### config.mk
export PLATFORM = sky130hd
export DESIGN_NAME = xor_frame_loader
export DESIGN_NICKNAME = d
export VERILOG_FILES = /design/src/rtl/xor_cipher_pkg.sv /design/src/rtl/xor_frame_loader_byte_piso.sv /design/src/rtl/xor_frame_loader.sv
export SDC_FILE = /design/constraint.sdc
export NUM_CORES = 1
export LEC_CHECK = 0
export CORE_MARGIN = 2
export CORE_UTILIZATION = 53
export CTS_CLUSTER_DIAMETER = 30
export DETAILED_ROUTE_END_ITERATION = 10
export PLACE_DENSITY = 0.77
export SLEW_MARGIN = 20
export SYNTH_ARGS = -nofsm -noshare
export SYNTH_HDL_FRONTEND = slang
export SYNTH_SLANG_ARGS = --single-unit
### constraint.sdc
create_clock -name iClk -period 2.75 [get_ports iClk]
set_input_delay 0.275 -clock iClk [delete_from_list [all_inputs] [get_ports iClk]]
set_output_delay 0.275 -clock iClk [all_outputs]
set_load 0.02 [all_outputs]
### src/rtl/xor_cipher_pkg.sv
// Shared types and defaults for the XOR cipher front end: loader state encoding
// and default key/message sizes.
package xor_cipher_pkg;

   typedef enum logic [1:0] {
      IDLE = 2'd0,
      KEY  = 2'd1,
      MSG  = 2'd2,
      DONE = 2'd3
   } loader_state_t;

   localparam int DEF_KEY_SIZE = 32;
   localparam int DEF_MSG_SIZE = 512;

   function automatic int bytes_of(input int bits);
      return bits / 8;
   endfunction

endpackage

### src/rtl/xor_frame_loader_byte_piso.sv
// byte_piso: 8-bit parallel-load shifter, MSB first, with empty and last-bit flags
// so the loader can refill it on the final bit without a bubble.
module byte_piso
   import xor_cipher_pkg::*;
(
   input  logic       clk,
   input  logic       rst,
   input  logic       en,
   input  logic       load,
   input  logic [7:0] din,
   output logic       dout,
   output logic       empty,
   output logic       last_bit
);

   logic [7:0] shreg;
   logic [2:0] bit_cnt;
   logic       full;

   // A load always wins over the shift, which is what makes back-to-back bytes gapless.
   always_ff @(posedge clk) begin
      if (rst) begin
         shreg   <= '0;
         bit_cnt <= '0;
         full    <= 1'b0;
      end else if (en) begin
         if (load) begin
            shreg   <= din;
            bit_cnt <= 3'd7;
            full    <= 1'b1;
         end else if (full) begin
            shreg <= {shreg[6:0], 1'b0};
            if (bit_cnt == 3'd0) begin
               full <= 1'b0;
            end else begin
               bit_cnt <= bit_cnt - 3'd1;
            end
         end
      end
   end

   assign dout     = full & shreg[7];
   assign empty    = ~full;
   assign last_bit = full & (bit_cnt == 3'd0);

endmodule

### src/rtl/xor_frame_loader.sv
// Byte-wide front end for the XOR cipher serial load port: key bytes then message bytes,
// shifted MSB first with load_key/load_msg framing. Optional checksum: XOR_LOADER_CKSUM_EN.
module xor_frame_loader
   import xor_cipher_pkg::*;
#(
   parameter int KEY_SIZE = DEF_KEY_SIZE,
   parameter int MSG_SIZE = DEF_MSG_SIZE
) (
   input  logic       iClk,
   input  logic       iRst,
   input  logic       iEn,
   input  logic       iStart,
   input  logic [7:0] iByte,
   input  logic       iByte_valid,
   output logic       oByte_ready,
   output logic       oSerial_data,
   output logic       oLoad_key,
   output logic       oLoad_msg,
   output logic       oBusy,
   output logic       oDone
`ifdef XOR_LOADER_CKSUM_EN
   ,
   output logic [7:0] oChecksum
`endif
);

   localparam int KEY_BYTES = bytes_of(KEY_SIZE);
   localparam int MSG_BYTES = bytes_of(MSG_SIZE);
   localparam int CNT_W     = $clog2(MSG_BYTES) + 1;
   localparam logic [CNT_W-1:0] KEY_LAST = CNT_W'(KEY_BYTES);
   localparam logic [CNT_W-1:0] MSG_LAST = CNT_W'(MSG_BYTES);

   loader_state_t    state;
   loader_state_t    state_next;
   logic [CNT_W-1:0] byte_cnt;
   logic [CNT_W-1:0] phase_total;
   logic             more_bytes;
   logic             phase_end;
   logic             byte_ready;
   logic             accept;
   logic             serial_bit;
   logic             empty;
   logic             last_bit;

   // byte_cnt counts bytes accepted in the current phase; the phase ends once the
   // final byte is on its last bit, so the shifter is always empty on phase entry.
   assign phase_total = (state == KEY) ? KEY_LAST : MSG_LAST;
   assign more_bytes  = (byte_cnt < phase_total);
   assign phase_end   = last_bit & ~more_bytes;
   assign accept      = byte_ready & iByte_valid;

   always_ff @(posedge iClk) begin
      if (iRst) begin
         state <= IDLE;
      end else if (iEn) begin
         state <= state_next;
      end
   end

   always_comb begin
      state_next = state;
      byte_ready = 1'b0;
      case (state)
         IDLE: begin
            if (iStart) state_next = KEY;
         end
         KEY: begin
            byte_ready = iEn & more_bytes & (empty | last_bit);
            if (phase_end) state_next = MSG;
         end
         MSG: begin
            byte_ready = iEn & more_bytes & (empty | last_bit);
            if (phase_end) state_next = DONE;
         end
         DONE: begin
            state_next = IDLE;
         end
         default: begin
            state_next = IDLE;
         end
      endcase
   end

   always_ff @(posedge iClk) begin
      if (iRst) begin
         byte_cnt <= '0;
      end else if (iEn) begin
         if (state_next != state) begin
            byte_cnt <= '0;
         end else if (accept) begin
            byte_cnt <= byte_cnt + 1'b1;
         end
      end
   end

   byte_piso u_piso (
      .clk      (iClk),
      .rst      (iRst),
      .en       (iEn),
      .load     (accept),
      .din      (iByte),
      .dout     (serial_bit),
      .empty    (empty),
      .last_bit (last_bit)
   );

   assign oByte_ready  = byte_ready;
   assign oSerial_data = serial_bit;
   assign oLoad_key    = (state == KEY) & ~empty;
   assign oLoad_msg    = (state == MSG) & ~empty;
   assign oBusy        = (state != IDLE);
   assign oDone        = (state == DONE);

`ifdef XOR_LOADER_CKSUM_EN
   logic [7:0] checksum;

   // Accumulates across the whole frame and simply holds once the frame ends.
   always_ff @(posedge iClk) begin
      if (iRst) begin
         checksum <= '0;
      end else if (iEn) begin
         if ((state == IDLE) && iStart) begin
            checksum <= '0;
         end else if (accept) begin
            checksum <= checksum ^ iByte;
         end
      end
   end

   assign oChecksum = checksum;
`endif

endmodule

# Word-level counts from Yosys, hierarchy flattened
# Index checks and enable logic that the tools add are counted.
# word_totals
ff_bits,21
input_bits,13
out_inout_bits,6
word_cells,49
# op_classes
addsub,2
order_cmp,1
eq_ne,5
mux,16
bitwise_logic,11
reduce_logical,9
# ops
op,n
$mux W7,3
$mux W8,2
$mux W3,3
$and A1 B1 Y1,8
$pmux W2 S4,1
$add A7 B1 Y7 const B,1
$lt A7 B7 Y1,1
$mux W2,3
$reduce_bool A2 Y1,3
$eq A2 B2 Y1 const B,2
$mux W1,4
$reduce_and A2 Y1,2
$logic_not A3 Y1,1
$reduce_and A3 Y1,1
$sub A3 B1 Y3 const B,1
$eq A2 B1 Y1 const B,1
$logic_not A2 Y1,1
$ne A2 B2 Y1,1
$ne A2 B2 Y1 const B,1
$not A1 Y1,2
$reduce_or A2 Y1,1
$or A1 B1 Y1,1

# Depth between registers and ports, before layout
# depth
ltp_word,10
mapped_depth,9
depth_no_buf,8

# Cells and area by module
# From an unflattened synthesis, not the netlist that was laid out.
# hier_totals
cells_unflattened,146
area_unflattened_um2,1365.1
# modules_own_cells
mod,n_inst,cells_each,area_each_um2,seq_area_each_um2
xor_frame_loader,1,87,715.7,180.2
byte_piso,1,59,649.4,240.2

# Least setup slack after synthesis
# No wires, ideal clock.
# synth_path
kind,reg-to-reg
start,register state[0]
end,register byte_cnt[0]
setup_ps,85
arrival_ps,1994
t_required_ps,2665
slack_ps,671
stages_incl_launch_ff,9
path_buffers,0
synth_period_minus_slack_ps,2079
path_cell_list,dfxtp_1 -> inv_1 -> ha_1 -> and4bb_4 -> and3b_1 -> a221o_1 -> a32oi_2 -> nand2_2 -> o31ai_2
# synth_via
elab_chain_cells,10
word_cells_on_any_way,21
cone_classes,order compare (1); eq/ne (4); mux (7); bitwise (5); reduce/logical (4)
# synth_rtl
item,line,source
"start, declared",xor_frame_loader.sv:33,loader_state_t state;
"start signal, assigned",xor_frame_loader.sv:56,state <= state_next;
$eq A2 B1 Y1,"xor_frame_loader.sv:47, xor_frame_loader.sv:63",
$mux W7,xor_frame_loader.sv:47,assign phase_total = (state == KEY) ? KEY_LAST : MSG_LAST;
$lt A7 B7 Y1,xor_frame_loader.sv:48,assign more_bytes = (byte_cnt < phase_total);
$not A1 Y1,xor_frame_loader.sv:49,assign phase_end = last_bit & ~more_bytes;
$and A1 B1 Y1,xor_frame_loader.sv:49,
$mux W2 (on tied branches),"xor_frame_loader.sv:73, xor_frame_loader.sv:69",
$pmux W2 S4,xor_frame_loader.sv:63,case (state)
$ne A2 B2 Y1,xor_frame_loader.sv:88,if (state_next != state) begin
$reduce_bool A2 Y1 (no line),-,
$reduce_and A2 Y1 (no line),-,
"end signal, assigned",xor_frame_loader.sv:91,byte_cnt <= byte_cnt + 1'b1;
"end, declared",xor_frame_loader.sv:35,logic [CNT_W-1:0] byte_cnt;
# Several ways; a longest one is shown, not always the timed one.
# A chain may end at the register's enable or synchronous reset.

# Final worst setup path
# layout_path
start,register state[1]
end,output port oByte_ready
# layout_via
elab_chain_cells,6
word_cells_on_any_way,8
cone_classes,order compare (1); eq/ne (2); mux (2); bitwise (2); reduce/logical (1)
# layout_rtl
item,line,source
$eq A2 B1 Y1,"xor_frame_loader.sv:47, xor_frame_loader.sv:63",
$mux W7,xor_frame_loader.sv:47,
$lt A7 B7 Y1,xor_frame_loader.sv:48,
$and A1 B1 Y1 (2 in series),"xor_frame_loader.sv:68, xor_frame_loader.sv:72",
$mux W1 *,-,
"end, declared",xor_frame_loader.sv:15,"output logic oByte_ready,"
# Every way passes the cells marked *; elsewhere a longest branch is shown, timed or not.

==> summary.txt <==
Status
  – Status: completed

Synthesis
  – Synthesized area: ~1300 sq um
  – Cells after synthesis: 158
  – Post-synth cell types: 38
  – YS warnings: 0
  – Top cell type's share of synthesized area: 0.328
  – Area leader, netlist: dfxtp_1
  – Sequential element share of the synthesized area: 0.328
  – Area contributors post-synth: dfxtp_1 (33%), ha_1 (8.8%), nand2_1 (5.9%)
  – Avg Cell Area, Syn: approximately 8.1 sq um
  – #FFs+latches synth: 21
  – Post-Syn Nets: 180

Power and ir drop
  – Clock power frac: 0.265
  – Power Density: around 380 nW/um^2
  – Max VDD drop: 257 uV
  – Net Sw Frac: 0.279
  – Leakage: 0.553 nW
  – Flop pwr share: 0.559
  – Comb pwr share: 0.176
  – Psw: around 0.16 mW
  – Int Power: 0.410 mW

Routing
  – First drt pass iteration count: 4
  – Post-route ant nets: 0
  – Residual DRC count: 0
  – Via-to-Cell Ratio: around 6.1
  – Routed length per instance: around 15 um
  – Routed WL: between 3 and 4 mm
  – Via count: between 1000 and 1500
  – Iter 0 DRT Violations: 24

Placed design
  – Quantity of I/O buffers inserted on ports: 18
  – GPL Wtd Cong: roughly 1.0
  – Hpwl dp: roughly 2.2 mm

CTS
  – CTS tree: built
  – Clock sinks: 21
  – CTS resizes: 0
  – Postcts setup bufs: 0
  – Root buf cell: clkbuf_4
  – Number of H-tree levels: 1
  – CTS max path bufs: 2
  – Hold-fix buffers at CTS: 0
  – Clock-pin slew on the worst setup and hold paths: around 0.12 ns
  – Num CTS Buffers: 3
  – Skew-Pair Late Insertion Delay: just over 0.3 ns

Final layout
  – Filler cell count: ~190
  – Register Area: 420 sq um
  – Final Util: 0.673
  – N_diodes: 0
  – Multi-input logic area: 797 sq um
  – Nets: about 200
  – Layout cells sized above 1: 0.103
  – Area delta synth->final: 18.2%

Worst setup path
  – Critical Path AT: 2.31 ns
  – CP endpoint kind: primary output
  – Crit path kind: flop to primary output
  – Critical Path RT: 2.48 ns
  – R2R setup slack: approximately 0.28 ns
  – CP max FO: 6
  – Critical path launch point type: flop

Timing
  – Post-Route Setup TNS: 0 ns
  – RSZ-0062 raised after global routing: false
  – Achievable Freq: around 390 MHz
  – Slew of the pin with the lowest slew margin: 0.535 ns
  – Final Hold Fails: 0
  – Slew Viols, Final: 0
  – Skew final: roughly 0.0036 ns
  – Tmin final: around 2.6 ns
  – Relative slew slack: 0.644
  – Endpoints failing setup: 0
  – Crit share post-route: 0.942

GRT
  – Global-route wire length before repair: about 5.3 mm
  – Largest net degree at the start of global routing: 26
  – Vias in the first global route: between 1000 and 1500
  – Total track usage: 0.255
  – Residual overflow from global routing: 0
  – Initial antenna violation count: 0

Floorplanning
  – Die W: 53.2 um
  – Core area: between 2000 and 2500 sq um
  – # rows: 17
  – Initial Util: 0.569
  – I/O pin count: 19
  – Die ar.: 2830 sq um
  – Die H: 53.2 um

Worst hold path
  – Hold WC Path Type: flop to flop

Flow run
  – Maxcap violations: 0
-- sequential cells by signal, indices dropped and copies added (netlist names) --
name	cells
state	2
byte_cnt	7
u_piso.bit_cnt	3
u_piso.shreg	8
u_piso.full	1
-- through the flow --
stage | instance area (sq um) | hold slack [ns] | worst slack (ns) | instances | power [mW]
floorplan | 1280 | 0.411 | 0.671 | 158 | 0.384
detailed placement | 1490 | 0.464 | 0.406 | 199 | 0.423
CTS | 1520 | 0.485 | 0.140 | 203 | 0.576
finish | 1520 | 0.489 | 0.160 | 203 | 0.570
global route | 1520 | 0.497 | 0.0714 | 203 | 0.596
global placement | 1490 | 0.458 | 0.563 | 199 | 0.419
-- synthesized netlist by cell type (all sizes together) --
cell type / n
and2: 4
a32oi: 2
and4bb: 1
o21ai: 2
a221o: 1
nand2: 21
a211oi: 3
ha: 9
o211ai: 1
inv: 9
a221oi: 1
xor2: 1
nor4: 1
nand3b: 1
o22ai: 1
a31o: 1
xnor2: 2
a22o: 1
o221a: 1
and3b: 3
nand4: 4
a31oi: 3
dfxtp: 21
a41oi: 1
a311oi: 7
nor2b: 4
buf: 1
nor3: 7
nor2: 16
a21oi: 6
clkbuf: 7
nand3: 13
o211a: 1
o31ai: 1
-- worst max-delay path: stages (launching register included) --
cell and delay (ns):
dfxtp_1 0.46, inv_1 0.14, ha_1 0.26, and3b_1 0.19, a211oi_2 0.33, nor2b_1 0.08, clkdlybuf4s50_1 0.54
-- logic make-up (layout without fill, tap and decap cells) --
family | Yosys count | after routing | synth area share
buf+inv | 17 | 34 | 0.0507
xor+xnor | 3 | 3 | 0.0205
fa+ha+maj | 9 | 9 | 0.0878
simple gates | 75 | 75 | 0.300
compound gates | 33 | 33 | 0.214
flops | 21 | 21 | 0.328
-- routing by layer --
| metal | wire length, um | GRT usage | part of all wire |
|---|---|---|---|
| met1 | 1410 | 0.322 | 0.45 |
| met4 | 85 | 0.145 | 0.027 |
| met2 | 1490 | 0.419 | 0.47 |
| met5 | 0 | 0 | 0 |
| met3 | 159 | 0.0254 | 0.051 |
-- placed cells by master (no fill, tap or decap), drive strengths merged, types with 3 or more instances in the layout --
master         instances
a211oi                 3
a21oi                  6
a311oi                 7
a31oi                  3
and2                   4
and3b                  3
buf                    3
clkbuf                 3
clkdlybuf4s50         18
dfxtp                 21
ha                     9
inv                    9
nand2                 21
nand3                 13
nand4                  4
nor2                  16
nor2b                  4
nor3                   7
-- area by class of cell --
| class | count | area share |
|---|---|---|
| clock buffer | 3 | 0.0149 |
| clock inverter | 1 | 0.00330 |
| inverter | 9 | 0.0223 |
| multi-input combinational | 120 | 0.526 |
| sequential | 21 | 0.277 |
| tap | 28 | 0.0231 |
| timing repair buffer | 21 | 0.134 |
-- final timing paths --
check                                  startpoint                end  cells past startpoint
worst max register to register           state[0]        byte_cnt[0]                      8
worst max-delay path                     state[1]        oByte_ready                      6
worst min-delay path            u_piso.bit_cnt[0]  u_piso.bit_cnt[0]                      1
worst min register to register  u_piso.bit_cnt[0]  u_piso.bit_cnt[0]                      1
-- power by group through the flow --
stage | clock network, mW | logic, mW | registers (mW)
finish | 0.151 | 0.100 | 0.318
detailed placement | 0 | 0.0979 | 0.325
CTS | 0.159 | 0.0989 | 0.318
floorplan | 0 | 0.0618 | 0.323
global placement | 0 | 0.0941 | 0.324
global route | 0.169 | 0.108 | 0.319
Power figures use the tool's default switching activity.
